<file path="config.mk">
export PLATFORM = sky130hd
export DESIGN_NAME = mem_port_arbiter_flat
export DESIGN_NICKNAME = d
export VERILOG_FILES = /design/src/rtl/mem_port_arbiter_pkg.sv /design/src/rtl/mem_port_arbiter_if.sv /design/src/rtl/mem_port_arbiter.sv /design/src/flat_wrapper.sv
export SDC_FILE = /design/constraint.sdc
export NUM_CORES = 1
export LEC_CHECK = 0
export BUFFER_PORTS_ARGS = -buffer_cell sky130_fd_sc_hd__buf_2
export CAP_MARGIN = 0
export CORE_AREA = 2 2 540 542
export DETAILED_ROUTE_END_ITERATION = 8
export DIE_AREA = 0 0 542 544
export PLACE_DENSITY = 0.3
export SETUP_SLACK_MARGIN = 0.02
export SYNTH_ARGS = -nofsm -noshare
export SYNTH_HDL_FRONTEND = slang
export SYNTH_SLANG_ARGS = --single-unit
</file>
<file path="constraint.sdc">
create_clock -name clk -period 2.3 [get_ports clk]
set_clock_uncertainty 0.05 [all_clocks]
set_input_delay 0.23 -clock clk [delete_from_list [all_inputs] [get_ports clk]]
set_output_delay 0.23 -clock clk [all_outputs]
set_load 0.05 [all_outputs]
</file>
<file path="src/rtl/mem_port_arbiter_pkg.sv">
// Shared types for the I/D-cache memory port arbiter: FSM state, client id,
// default bus widths and the tie-break rule.
package mem_port_arbiter_pkg;

  localparam int S_ADDR = 32;
  localparam int S_LINE = 256;

  typedef enum logic [1:0] {
    ARB_IDLE    = 2'd0,
    ARB_SERVE_I = 2'd1,
    ARB_SERVE_D = 2'd2
  } arb_state_t;

  typedef enum logic {
    CLIENT_I = 1'b0,
    CLIENT_D = 1'b1
  } arb_client_t;

  // Winner of a simultaneous I/D request: D under fixed priority, otherwise
  // whichever client was not granted last.
  function automatic arb_client_t tie_winner(input logic fixed_pri,
                                             input arb_client_t last_grant);
    return (fixed_pri || (last_grant == CLIENT_I)) ? CLIENT_D : CLIENT_I;
  endfunction

endpackage

</file>
<file path="src/rtl/mem_port_arbiter_if.sv">
// Bundle of the two cache-client ports and the downstream line port seen by
// the memory port arbiter.
interface mem_port_arbiter_if
  import mem_port_arbiter_pkg::*;
#(
  parameter int s_addr = S_ADDR,
  parameter int s_line = S_LINE
);

  // Handshake: a request is a level. The client raises read (or write) with
  // addr/wdata and holds all of them stable until its one-cycle resp; resp
  // completes the transaction and rdata is valid only in that cycle. The
  // adaptor side follows the same rule with mem_read/mem_write and mem_resp.
  logic [s_addr-1:0] i_addr;
  logic              i_read;
  logic [s_line-1:0] i_rdata;
  logic              i_resp;

  logic [s_addr-1:0] d_addr;
  logic              d_read;
  logic              d_write;
  logic [s_line-1:0] d_wdata;
  logic [s_line-1:0] d_rdata;
  logic              d_resp;

  logic [s_addr-1:0] mem_addr;
  logic              mem_read;
  logic              mem_write;
  logic [s_line-1:0] mem_wdata;
  logic [s_line-1:0] mem_rdata;
  logic              mem_resp;

  modport slave (
    input  i_addr, i_read, d_addr, d_read, d_write, d_wdata, mem_rdata, mem_resp,
    output i_rdata, i_resp, d_rdata, d_resp, mem_addr, mem_read, mem_write, mem_wdata
  );

  modport master (
    output i_addr, i_read, d_addr, d_read, d_write, d_wdata, mem_rdata, mem_resp,
    input  i_rdata, i_resp, d_rdata, d_resp, mem_addr, mem_read, mem_write, mem_wdata
  );

endinterface

</file>
<file path="src/rtl/mem_port_arbiter.sv">
// Shares one line-wide memory port between the I-cache and D-cache: grants one
// client per line transaction, steers its request downstream, returns rdata/resp.
module mem_port_arbiter
  import mem_port_arbiter_pkg::*;
#(
  parameter int s_addr    = S_ADDR,
  parameter int s_line    = S_LINE,
  parameter bit FIXED_PRI = 1'b0
) (
  input  logic                clk,
  input  logic                rst,
  mem_port_arbiter_if.slave   bus,
  output arb_state_t          o_state,
  output arb_client_t         o_last_grant
);

  localparam logic [1:0] ST_IDLE    = 2'd0;
  localparam logic [1:0] ST_SERVE_I = 2'd1;
  localparam logic [1:0] ST_SERVE_D = 2'd2;

  logic [1:0]  r_state;
  arb_client_t r_last_grant;

  logic [1:0]  w_next_state;
  logic        w_txn_done;
  arb_client_t w_done_client;
  logic        w_i_req;
  logic        w_d_req;

  logic [s_addr-1:0] w_mem_addr;
  logic [s_line-1:0] w_mem_wdata;
  logic [s_line-1:0] w_i_rdata;
  logic [s_line-1:0] w_d_rdata;

  assign w_i_req = bus.i_read;
  assign w_d_req = bus.d_read | bus.d_write;

  always_ff @(posedge clk or posedge rst) begin
    if (rst) begin
      r_state      <= ST_IDLE;
      r_last_grant <= CLIENT_I;
    end else begin
      r_state <= w_next_state;
      if (w_txn_done) begin
        r_last_grant <= w_done_client;
      end
    end
  end

  // The owner is released on its mem_resp, or early if it withdraws its request.
  always_comb begin
    w_next_state  = r_state;
    w_txn_done    = 1'b0;
    w_done_client = CLIENT_I;
    case (r_state)
      ST_IDLE: begin
        if (w_i_req && w_d_req) begin
          w_next_state = (tie_winner(FIXED_PRI, r_last_grant) == CLIENT_D) ?
                         ST_SERVE_D : ST_SERVE_I;
        end else if (w_i_req) begin
          w_next_state = ST_SERVE_I;
        end else if (w_d_req) begin
          w_next_state = ST_SERVE_D;
        end
      end
      ST_SERVE_I: begin
        if (bus.mem_resp) begin
          w_next_state  = ST_IDLE;
          w_txn_done    = 1'b1;
          w_done_client = CLIENT_I;
        end else if (!w_i_req) begin
          w_next_state = ST_IDLE;
        end
      end
      ST_SERVE_D: begin
        if (bus.mem_resp) begin
          w_next_state  = ST_IDLE;
          w_txn_done    = 1'b1;
          w_done_client = CLIENT_D;
        end else if (!w_d_req) begin
          w_next_state = ST_IDLE;
        end
      end
      default: begin
        w_next_state = ST_IDLE;
      end
    endcase
  end

  // Downstream controls depend only on state and the owner's inputs, so
  // mem_resp never reaches mem_read/mem_write combinationally.
  always_comb begin
    w_mem_addr    = '0;
    w_mem_wdata   = '0;
    w_i_rdata     = '0;
    w_d_rdata     = '0;
    bus.mem_read  = 1'b0;
    bus.mem_write = 1'b0;
    bus.i_resp    = 1'b0;
    bus.d_resp    = 1'b0;
    case (r_state)
      ST_SERVE_I: begin
        w_mem_addr   = bus.i_addr;
        bus.mem_read = bus.i_read;
        bus.i_resp   = bus.mem_resp;
        if (bus.mem_resp) begin
          w_i_rdata = bus.mem_rdata;
        end
      end
      ST_SERVE_D: begin
        w_mem_addr    = bus.d_addr;
        w_mem_wdata   = bus.d_wdata;
        bus.mem_read  = bus.d_read;
        bus.mem_write = bus.d_write;
        bus.d_resp    = bus.mem_resp;
        if (bus.mem_resp) begin
          w_d_rdata = bus.mem_rdata;
        end
      end
      default: begin
      end
    endcase
  end

  assign bus.mem_addr  = w_mem_addr;
  assign bus.mem_wdata = w_mem_wdata;
  assign bus.i_rdata   = w_i_rdata;
  assign bus.d_rdata   = w_d_rdata;

  assign o_state      = arb_state_t'(r_state);
  assign o_last_grant = r_last_grant;

  a_d_rw_exclusive: assert property (@(posedge clk) disable iff (rst)
    !(bus.d_read && bus.d_write));

  a_i_req_held: assert property (@(posedge clk) disable iff (rst)
    (r_state == ST_SERVE_I) |-> (bus.i_read || bus.mem_resp));

  a_d_req_held: assert property (@(posedge clk) disable iff (rst)
    (r_state == ST_SERVE_D) |-> (bus.d_read || bus.d_write || bus.mem_resp));

endmodule
</file>
<file path="src/flat_wrapper.sv">
// flat-port wrapper written by rule: the top's interface ports become plain ports
module mem_port_arbiter_flat import mem_port_arbiter_pkg::*;
#(
  parameter int s_addr    = S_ADDR,
  parameter int s_line    = S_LINE,
  parameter bit FIXED_PRI = 1'b0
)
  (clk, rst, o_state, o_last_grant, bus_i_addr, bus_i_read, bus_d_addr, bus_d_read, bus_d_write, bus_d_wdata, bus_mem_rdata, bus_mem_resp, bus_i_rdata, bus_i_resp, bus_d_rdata, bus_d_resp, bus_mem_addr, bus_mem_read, bus_mem_write, bus_mem_wdata);
  mem_port_arbiter_if #(.s_addr(s_addr), .s_line(s_line)) bus_i ();
  input  logic clk;
  input  logic rst;
  output arb_state_t o_state;
  output arb_client_t o_last_grant;
  input wire logic [$bits(bus_i.i_addr)-1:0] bus_i_addr;
  input wire logic [$bits(bus_i.i_read)-1:0] bus_i_read;
  input wire logic [$bits(bus_i.d_addr)-1:0] bus_d_addr;
  input wire logic [$bits(bus_i.d_read)-1:0] bus_d_read;
  input wire logic [$bits(bus_i.d_write)-1:0] bus_d_write;
  input wire logic [$bits(bus_i.d_wdata)-1:0] bus_d_wdata;
  input wire logic [$bits(bus_i.mem_rdata)-1:0] bus_mem_rdata;
  input wire logic [$bits(bus_i.mem_resp)-1:0] bus_mem_resp;
  output wire logic [$bits(bus_i.i_rdata)-1:0] bus_i_rdata;
  output wire logic [$bits(bus_i.i_resp)-1:0] bus_i_resp;
  output wire logic [$bits(bus_i.d_rdata)-1:0] bus_d_rdata;
  output wire logic [$bits(bus_i.d_resp)-1:0] bus_d_resp;
  output wire logic [$bits(bus_i.mem_addr)-1:0] bus_mem_addr;
  output wire logic [$bits(bus_i.mem_read)-1:0] bus_mem_read;
  output wire logic [$bits(bus_i.mem_write)-1:0] bus_mem_write;
  output wire logic [$bits(bus_i.mem_wdata)-1:0] bus_mem_wdata;
  assign bus_i.i_addr = bus_i_addr;
  assign bus_i.i_read = bus_i_read;
  assign bus_i.d_addr = bus_d_addr;
  assign bus_i.d_read = bus_d_read;
  assign bus_i.d_write = bus_d_write;
  assign bus_i.d_wdata = bus_d_wdata;
  assign bus_i.mem_rdata = bus_mem_rdata;
  assign bus_i.mem_resp = bus_mem_resp;
  assign bus_i_rdata = bus_i.i_rdata;
  assign bus_i_resp = bus_i.i_resp;
  assign bus_d_rdata = bus_i.d_rdata;
  assign bus_d_resp = bus_i.d_resp;
  assign bus_mem_addr = bus_i.mem_addr;
  assign bus_mem_read = bus_i.mem_read;
  assign bus_mem_write = bus_i.mem_write;
  assign bus_mem_wdata = bus_i.mem_wdata;
  mem_port_arbiter #(.s_addr(s_addr), .s_line(s_line), .FIXED_PRI(FIXED_PRI)) u_core (.clk(clk), .rst(rst), .bus(bus_i), .o_state(o_state), .o_last_grant(o_last_grant));
endmodule
</file>
# [Word-level counts from Yosys, hierarchy flattened]
# Index checks and enable logic that the tools add are counted.
[totals] register_bits=3 latchBits=0 mem_bits_rw=0 mem_bits_ro=0 input_bits=582 out_inout_bits=807 word_cells=33 n_memories=0
[op_classes] n_addsub=0 n_mul=0 div_mod_pow=0 n_lt_le_gt_ge=0 eq_ne=5 n_shift=0 n_mux=21 bitwise=1 reduce_logical=4
[op_table] operator="$mux W256" n=4
[op_table] operator="$pmux W32 S2" n=1
[op_table] operator="$mux W2" n=8
[op_table] operator="$mux W1" n=6
[op_table] operator="$ne A3 B3 Y1 const B" n=2
[op_table] operator="$pmux W2 S3" n=1
[op_table] operator="$ne A4 B2 Y1 const B" n=1
[op_table] operator="$reduce_and A3 Y1" n=1
[op_table] operator="$eq A2 B1 Y1 const B" n=1
[op_table] operator="$eq A2 B2 Y1 const B" n=1
[op_table] operator="$logic_not A2 Y1" n=1
[op_table] operator="$pmux W1 S2" n=1
[op_table] operator="$reduce_or A2 Y1" n=1
[op_table] operator="$logic_and A1 B1 Y1" n=1
[op_table] operator="$or A1 B1 Y1" n=1

# [Longest topological paths before layout]
[logic_depth] depth_word=5 mapped_depth=7 ltp_nobuf=5

# [Worst setup path before layout]
# No wires, ideal clock.
[synth_timing] kind="register to output" startpoint="register u_core.r_state[0] (netlist: u_core.o_state[0])" endpoint="output port bus_mem_addr[9]" arrival_ns=2.247 required_time_ns=2.020 slack_ns=-0.227 stages_incl_launch_ff=8 n_path_buf=3 cell_sequence="dfrtp_1 inv_1 ha_1 buf_2 buf_2 clkbuf_1 a22oi_1 nor2b_1"
[synth_via] elab_chain_cells=2 word_cells_on_any_way=3 cone_classes="2 x eq/ne; 1 x mux"
[synth_rtl] element="from (decl)" line="mem_port_arbiter.sv:21" rtl="logic [1:0] r_state;"
[synth_rtl] element="from (signal assigned)" line="mem_port_arbiter.sv:43" rtl="r_state <= w_next_state;"
[synth_rtl] element="$eq A2 B2 Y1 / $eq A2 B1 Y1 (equally long branches)" line="mem_port_arbiter.sv:101" rtl="case (r_state)"
[synth_rtl] element="$pmux W32 S2 (*)" line="mem_port_arbiter.sv:101"
[synth_rtl] element="to (decl)" line="flat_wrapper.sv:26" rtl="output wire logic [$bits(bus_i.mem_addr)-1:0] bus_mem_addr;"
# Every way passes the cells marked *; elsewhere a longest branch is shown, timed or not.

# [Worst setup path after layout]
[layout_timing] startpoint="register u_core.r_state[1] (netlist: u_core.o_state[1])" endpoint="output port bus_d_rdata[197]"
[layout_via] elab_chain_cells=2
[layout_rtl] element="$eq A2 B2 Y1" line="mem_port_arbiter.sv:101"
[layout_rtl] element="$mux W256" line="mem_port_arbiter.sv:101"
[layout_rtl] element="to (decl)" line="flat_wrapper.sv:24" rtl="output wire logic [$bits(bus_i.d_rdata)-1:0] bus_d_rdata;"
# No other way between the ends.

==> metrics.md <==
| Metric | Value |
|---|---|
| Cell-by-cell trace of the critical path | `ha_4, buf_4, buf_16, and3_1, buf_12` |
| Number of rows created at floorplan | `198` |
| Hold Path Class | `input pin to register` |
| Die Area | `295,000 um2` |
| Count of buffers from port buffering | `1,388` |
| IO Pins | `1,389` |
| Post-synthesis cell count | `1,012` |
| Post-synth net total | `1,597` |
| Fraction of the yosys area taken by sequential cells | `0.0123` |
| TNS Setup | `0 ns` |
| Final setup violation count | `0` |
| Leakage Power | `13.0 nW` |
| Clock Sinks | `3` |
| Maximum clock frequency | `443 MHz` |
| Count of filler cells inserted in the layout | `33,577` |
| Layout Nets | `2,907` |
| Die width | `542 um` |
| Root buffer selected by CTS | `sky130_fd_sc_hd__clkbuf_16` |
| Worst-Skew Late Latency | `0.23 ns` |
| Yosys Warn Count | `0` |
| Via Count | `15,553` |
| Peak supply drop | `0.516 mV` |
| Layout cell share with drive strength beyond 1 | `0.697` |
| DRT Pass-1 Iters | `5` |
| Synth Register Bits | `3` |
| Unrepaired setup endpoints after global routing | `true` |
| Final slew viol count | `0` |
| Worst Path Max Fanout | `63` |
| Clock transition at the registers of the reported paths | `0.03 ns` |
| Worst path max stage delay | `0.46 ns` |
| Average wire per cell in the routed design | `36.2 um` |
| Last weighted congestion value of the routability-driven placer | `0.985` |
| Post-route worst hold slack | `0.375 ns` |
| Type of destination of the critical path | `output pin` |
| Crit Path Category | `register to output pin` |
| Critical path's slowest cell | `sky130_fd_sc_hd__dfrtp_1` |
| Max_slew headroom | `0.628` |
| Result of the run | `complete, no violations` |
| Power density of the placed cells | `1170 nW/um2` |
| Number of library cell types mapped by synthesis | `21` |
| Post-synthesis instance area | `6110 um2` |
| Count of placed standard cells including taps | `6,099` |
| Half-perimeter wire length after detailed placement | `209,000 um` |
| Total Routing Usage GR | `0.145` |
| Final cell count without fillers | `6,224` |
| Critical Path RT | `2.02 ns` |
| Initial antenna violation count | `319` |
| Time the final worst path needs with I/O delays and setup | `2.26 ns` |
| Detailed-route vias per instance | `2.50` |
| Layout overhead on the synthesized area | `359%` |
| # Max-Cap Violations | `0` |
| Synthesized area per cell | `6.04 um2` |
| DRC violations left | `0` |
| Core Box Area | `289,000 um2` |
| Detail Route Antenna Nets | `0` |
| H-tree depth reported by CTS | `1` |
| Arrival time worst endpoint | `1.98 ns` |
| Total Wirelength | `225,000 um` |
| Starting density of the core | `0.0211` |
| Worst Setup Start Kind | `register` |
| Die Y | `544 um` |
| Inserted Clock Buffers | `3` |
| Vias in the first global route | `14,830` |
| CTS Buffer Depth | `2` |
| Global route total overflow | `0` |
| Total Power Consumption | `32.8 mW` |
| Pin count of the biggest net entering global routing | `127` |
| Slew of the pin with the lowest slew margin | `0.559 ns` |
| Final hold vios | `0` |
| Final period util | `0.982` |
| Detailed router's first-iteration violation count | `992` |
| Wire length of the first global-routing pass | `256,000 um` |
| CTS tree | `done` |
-- cell usage after synthesis, drive strengths merged --
master    n  area share
a21boi    1      0.0012
a22oi    33       0.041
and2    259        0.27
and3    512        0.52
buf      28       0.023
clkbuf  125       0.077
dfrtp     3       0.012
ha        3      0.0061
inv       4      0.0025
mux2      1      0.0025
mux2i     1      0.0016
nand2     2      0.0012
nand3     1     0.00082
nand3b    1      0.0012
nor2      1     0.00061
nor2b    33       0.034
o21ai     1     0.00082
o21bai    1      0.0012
o311ai    1      0.0027
or4b      1      0.0023
-- kinds of logic after synthesis --
family,count (synthesis),share of synthesized area
and+or+nand+nor,810,0.829
buffers and inverters,157,0.102
AOI/OAI and AO/OA,37,0.0465
adders and majority gates,3,0.00614
DFF,3,0.0123
muxes,2,0.00409
-- final timing paths --
kind                       cells after the start  slack, ns           startpoint                  end
min                                            3       0.38           bus_i_read    u_core.o_state[0]
min reg2reg                                    2       0.50  u_core.o_last_grant  u_core.o_last_grant
min in group asynchronous                      3       0.46                  rst    u_core.o_state[1]
max reg2reg                                    6       0.28    u_core.o_state[1]    u_core.o_state[1]
max in group asynchronous                      3       1.60                  rst  u_core.o_last_grant
max                                            5       0.04    u_core.o_state[1]     bus_d_rdata[197]
-- metrics by stage --
step	setup slack, ns	area (um2)	utilization
floorplan	0.0121	6340	-
global placement	-0.156	27200	0.0941
detailed placement	-0.161	27200	0.0941
CTS	-0.0259	27700	0.0956
global route	-0.00202	27900	0.0966
finish	0.0417	28000	0.0969
-- power by group --
| part | internal, mW | switching, mW | total [mW] |
|---|---|---|---|
| combinational | 12.2 | 20.3 | 32.4 |
| sequential | 0.0758 | 0.0307 | 0.107 |
| clock | 0.229 | 0.0493 | 0.278 |
-- sequential cells by signal (all words and copies together) (netlist names) --
register	cells
u_core.o_state	2
u_core.o_last_grant	1
-- what timing repair did --
item                                    4_1_cts  5_1_grt
pin swaps                                     0        0
endpoints found under the hold margin         3        0
resized for setup                            38       10
cloned                                        6        2
setup buffers                                 5        4
hold buffers                                  1        0
endpoints found under the setup margin      217      253
-- metal layers --
layer | global-route usage | wire length [um] | up-vias
met4 | 0.0402 | 8500 | 124
met5 | 0 | 844 | -
li1 | - | - | 6249
met2 | 0.236 | 101000 | 1493
met3 | 0.0666 | 26000 | 477
met1 | 0.170 | 88900 | 7210
-- layout make-up --
class / count / area, um2 / share of cell area
repair buffers: 1458 / 17200 / 0.612
multi-input cells: 852 / 5710 / 0.204
flip-flops and latches: 3 / 75.1 / 0.00268
clock buffers: 4 / 78.8 / 0.00281
diodes: 103 / 258 / 0.00919
inverters: 4 / 15.0 / 0.000535
well taps: 3800 / 4750 / 0.170
-- cell usage in the layout, fill, tap and decap left out, types with 3 or more instances in the layout --
cell | Yosys | layout
sky130_fd_sc_hd__buf_4 | 0 | 39
sky130_fd_sc_hd__bufbuf_16 | 0 | 3
sky130_fd_sc_hd__clkbuf_16 | 0 | 4
sky130_fd_sc_hd__a22oi_1 | 33 | 31
sky130_fd_sc_hd__diode_2 | 0 | 103
sky130_fd_sc_hd__and3_2 | 0 | 108
sky130_fd_sc_hd__nor2b_2 | 0 | 28
sky130_fd_sc_hd__buf_2 | 26 | 772
sky130_fd_sc_hd__nor2b_4 | 0 | 5
sky130_fd_sc_hd__buf_12 | 0 | 626
sky130_fd_sc_hd__dfrtp_1 | 3 | 3
sky130_fd_sc_hd__buf_16 | 0 | 10
sky130_fd_sc_hd__and3_1 | 512 | 402
sky130_fd_sc_hd__clkbuf_4 | 0 | 3
sky130_fd_sc_hd__and2_1 | 259 | 255
-- critical path, delay by kind of cell, from the launching register on --
kind	cells	cell delay [ns]
buffers and inverters	3	0.56
flip-flops	1	0.46
AND/OR/NAND/NOR	1	0.39
adder cells (fa/ha/maj)	1	0.24
Note: power is estimated with default switching activity, not from simulation.
